$ cat src/rtl/seq_ite_reg_bank.sv
`default_nettype none
// +--------------------------------------------------------------------------+
// | Module   : seq_ite_reg_bank                                              |
// | Brief    : DEPTH x WIDTH scratch register bank with opcode-driven update |
// |            (hold/load/rotate/clear) and a one-deep registered read stage |
// |            with valid/ready handshake. sel blanks the read data to zero. |
// | Revision : 1.0 - initial release                                         |
// +--------------------------------------------------------------------------+
module seq_ite_reg_bank #(
  parameter int               WIDTH = 8,
  parameter int               DEPTH = 4,
  parameter logic [WIDTH-1:0] INIT  = '0,
  localparam int              AW    = (DEPTH > 1) ? $clog2(DEPTH) : 1
) (
  input  logic             CLK,
  input  logic             ASYNCRESETN,
  input  logic [1:0]       op,
  input  logic [AW-1:0]    addr,
  input  logic [WIDTH-1:0] wdata,
  input  logic             rd_req,
  input  logic [AW-1:0]    rd_addr,
  output logic             rd_ack,
  output logic [WIDTH-1:0] O_a,
  output logic             O_valid,
  input  logic             O_ready,
  input  logic             sel
);

  localparam logic [1:0]  OP_HOLD   = 2'b00;
  localparam logic [1:0]  OP_LOAD   = 2'b01;
  localparam logic [1:0]  OP_ROTATE = 2'b10;
  localparam logic [1:0]  OP_CLEAR  = 2'b11;

  // Entry count at address width + 1 so the range test also works when DEPTH
  // is not a power of two (out-of-range addresses are representable).
  localparam logic [AW:0] C_DEPTH   = (AW + 1)'(DEPTH);

  typedef enum logic [0:0] {
    S_EMPTY = 1'b0,
    S_FULL  = 1'b1
  } state_t;

  logic [WIDTH-1:0] mem_q [DEPTH];
  logic [WIDTH-1:0] mem_d [DEPTH];
  logic [WIDTH-1:0] out_q;
  logic [WIDTH-1:0] out_d;
  state_t           state_q;
  state_t           state_d;

  logic             w_addr_ok;
  logic             w_rd_addr_ok;
  logic [WIDTH-1:0] w_rd_data;

  assign w_addr_ok    = ({1'b0, addr} < C_DEPTH);
  assign w_rd_addr_ok = ({1'b0, rd_addr} < C_DEPTH);

  // A request is taken when the output slot is free or being drained this cycle;
  // anything not taken is simply dropped.
  assign O_valid = (state_q == S_FULL);
  assign rd_ack  = rd_req & (~O_valid | O_ready);

  // Read source uses the bank contents before this edge's update.
  assign w_rd_data = w_rd_addr_ok ? mem_q[rd_addr] : '0;

  // Output blanking only touches the data path, never the handshake.
  assign O_a = sel ? '0 : out_q;

  // Next-state of the bank, selected by the opcode.
  always_comb begin
    mem_d = mem_q;
    case (op)
      OP_HOLD: begin
        mem_d = mem_q;
      end
      OP_LOAD: begin
        if (w_addr_ok) begin
          mem_d[addr] = wdata;
        end
      end
      OP_ROTATE: begin
        mem_d[0] = mem_q[DEPTH-1];
        for (int i = 1; i < DEPTH; i++) begin
          mem_d[i] = mem_q[i-1];
        end
      end
      OP_CLEAR: begin
        for (int i = 0; i < DEPTH; i++) begin
          mem_d[i] = INIT;
        end
      end
      default: begin
        mem_d = mem_q;
      end
    endcase
  end

  // Output stage: capture on accept, drain to empty when consumed with no refill.
  always_comb begin
    state_d = state_q;
    out_d   = out_q;
    if (rd_ack) begin
      state_d = S_FULL;
      out_d   = w_rd_data;
    end else if ((state_q == S_FULL) && O_ready) begin
      state_d = S_EMPTY;
    end
  end

  // Bank and output-stage registers with immediate reset.
  always_ff @(posedge CLK or negedge ASYNCRESETN) begin
    if (!ASYNCRESETN) begin
      for (int i = 0; i < DEPTH; i++) begin
        mem_q[i] <= INIT;
      end
      out_q   <= '0;
      state_q <= S_EMPTY;
    end else begin
      mem_q   <= mem_d;
      out_q   <= out_d;
      state_q <= state_d;
    end
  end

endmodule
`default_nettype wire

$ cat config.mk
export PLATFORM = sky130hd
export DESIGN_NAME = seq_ite_reg_bank
export DESIGN_NICKNAME = d
export VERILOG_FILES = /design/src/rtl/seq_ite_reg_bank.sv
export SDC_FILE = /design/constraint.sdc
export NUM_CORES = 1
export LEC_CHECK = 0
export ABC_CLOCK_PERIOD_IN_PS = 1400
export CAP_MARGIN = 20
export CORE_AREA = 2 2 68 70
export DETAILED_ROUTE_END_ITERATION = 6
export DIE_AREA = 0 0 70 72
export GPL_TIMING_DRIVEN = 0
export PLACE_DENSITY = 0.74
export REMOVE_ABC_BUFFERS = 1
export SYNTH_ARGS = -nofsm -noshare
export SYNTH_HDL_FRONTEND = slang
export SYNTH_SLANG_ARGS = --single-unit
$ cat constraint.sdc
create_clock -name CLK -period 1.4 [get_ports CLK]
set_input_delay 0.28 -clock CLK [delete_from_list [all_inputs] [get_ports CLK]]
set_output_delay 0.28 -clock CLK [all_outputs]
set_load 0.01 [all_outputs]
==> summary.txt <==
Antenna Violating Nets Remaining: 0
Max transition margin: 39.0%
Yosys warns: 0
Max-cap violation count: 0
Seq pwr share: 46.2%
Multi-input logic area: 1230 um^2
P_sw: 0.946 mW
# H-tree levels: 2
Core Area: 4260 um^2
Layout area overhead: 19.0%
Worst setup startpoint: out_q[0]$_DFFE_PN0P_
Remaining DRCs: 0
Pint: 2.44 mW
Via count: 1790
Crit start category: flip-flop
Reg-to-reg endpoint: out_q[3]$_DFFE_PN0P_
Total power: 3.39 mW
Commonest non-fill, non-tap cell in the layout: dfrtp_1
Mapped Avg Cell Area: 12.1 um^2
Starting DRC count in detailed routing: 171
Max-slew violations: 0
CTS sink count: 41
Fmax: 0.734 GHz
Worst-Skew Late Latency: 0.29 ns
Vias in the first global route: 1770
DP Worst Slack: -1.37 ns
Rows: 24
Final period utilization: 97.3%
Placer Congestion: 0.737
Final setup fails: 0
FF/Latch Area: 1030 um^2
Clk pwr share: 29.4%
Post-Syn Area: 2320 um^2
# diodes: 0
Hold Vio Cnt, Final: 0
RSZ-0062 raised after global routing: no
GRT Total Usage: 23.1%
Seq/Total Area, Yosys: 44.2%
Pwr per Cell Area: 1230 nW/um^2
Initial core utilization: 54.4%
Nets@finish: 232
Distinct cells, synth: 17
Port Buf Inserts: 28
Min Clock Period, post-route: 1.36 ns
R2R setup slack: 0.11 ns
Die span in x: 70 um
Filler cell count in the final layout: 321
Skew final: 0.00718 ns
Final TNS setup: 0 ns
Largest net degree at the start of global routing: 49
Worst endpoint required time: 1.12 ns
Most frequent cells in the layout: dfrtp_1, a22oi_1, mux2i_1, o22ai_1, clkdlybuf4s50_1
Cells after synthesis: 192
Leakage: 1.22 nW
Die area: 5040 um^2
Outcome: complete, no violations
FF+latch count, synth: 41
Num CTS Buffers: 5
Logic pwr share: 24.3%
Setup crit end: O_a[0]
TritonCTS clock tree: built
Vias per inst: 6.73
Wire length per cell: 20.2 um
Hold buffers post-CTS: 0
IO Count: 29
R2R depth: 2
Hold crit path type: in -> async
Initial antenna violation count: 0
Net Sw Frac: 27.9%
Drt total wl: 5380 um
Worst-path fanout max: 2
Layout cells sized above 1: 21.5%
Total gr overflow: 0
Crit end category: primary output
Worst-path clk slew: 0.08 ns
Dpl hpwl: 3470 um
CP arrival: 1.08 ns
DRT Pass-1 Iters: 4
Maximum VDD drop: 0.000604 V
Die H: 72 um
Global-route wire length before repair: 9140 um
CTS max path bufs: 2
Final worst slack: 0.0381 ns
Worst-margin pin slew: 0.915 ns
CTS Root Cell: clkbuf_8
Setup CP Type: reg -> out
synthesized netlist by cell type:
cell,n,area share (%)
dfrtp_1,41,44
a22oi_1,32,10
mux2i_1,32,14
o22ai_1,32,8.6
buf_2,10,2.2
nor2b_1,10,2.7
mux2_4,8,5.2
mux4_2,8,7.8
clkbuf_1,7,1.1
and3b_1,2,0.75
buf_6,2,0.97
nand2b_1,2,0.54
or2_2,2,0.54
and3_1,1,0.27
buf_4,1,0.32
nand2_1,1,0.16
nor3b_2,1,0.54
what timing repair did:
| item | in CTS | in global routing |
|---|---|---|
| setup endpoints to repair | 50 | 38 |
| hold endpoints to repair | 0 | 0 |
| setup buffers | 3 | 2 |
| pin swaps | 1 | 0 |
| gates resized for setup | 38 | 11 |
worst max-delay path, cell delays in order (launching register included):
cell           delay, ns
dfrtp_1             0.38
nor2b_1             0.12
dlygate4sd2_1       0.28
layer usage:
metal  wire [um]  GRT usage [%]
met1        2380           32.2
met2        2610           36.4
met3         293           4.58
met4          91           8.76
met5           0              0
worst min path at each step:
stage	from	end	slack, ns
after floorplan	ASYNCRESETN	O_valid$_DFFE_PN0P_	-0.02
after global placement	out_q[0]$_DFFE_PN0P_	out_q[0]$_DFFE_PN0P_	0.49
after detailed placement	ASYNCRESETN	asynchronous set/reset pin	0.47
after CTS	ASYNCRESETN	asynchronous set/reset pin	0.15
after global routing	ASYNCRESETN	asynchronous set/reset pin	0.20
final	ASYNCRESETN	asynchronous set/reset pin	0.12
power groups by stage:
stage / sequential (mW) / clock (mW) / combinational [mW]
2_1_floorplan: 1.53 / 0 / 0.515
3_3_place_gp: 1.56 / 0 / 0.784
3_5_place_dp: 1.59 / 0 / 0.808
4_1_cts: 1.56 / 1.00 / 0.798
5_1_grt: 1.59 / 1.06 / 0.904
6_report: 1.57 / 0.998 / 0.825
kinds of logic (layout without fill, tap and decap cells):
group                  count (synthesis)  in the layout  share of synthesized area (%)
AND/OR/NAND/NOR                       19             19                           5.50
buffers and inverters                 20             42                           4.58
multiplexers                          48             48                           26.7
AO/OA/AOI/OAI                         64             64                           19.0
flip-flops                            41             41                           44.2
stage by stage:
step | cells | utilization, % | cell area, um^2 | hold slack, ns
4_1_cts | 264 | 63.8 | 2720 | 0.151
6_report | 266 | 64.8 | 2760 | 0.116
5_1_grt | 266 | 64.8 | 2760 | 0.196
3_5_place_dp | 253 | 60.3 | 2570 | 0.466
3_3_place_gp | 252 | 60.0 | 2560 | 0.489
2_1_floorplan | 172 | - | 2210 | -0.0156
area by class of cell:
cell class                      instances  share of cell area [%]
Sequential cell                        41                    37.1
Tap cell                               52                    2.36
Clock buffer                            7                    3.12
Multi-Input combinational cell        131                    44.5
Timing Repair Buffer                   34                    11.8
Clock inverter                          1                    1.09
(Power assumes the default switching activity.)
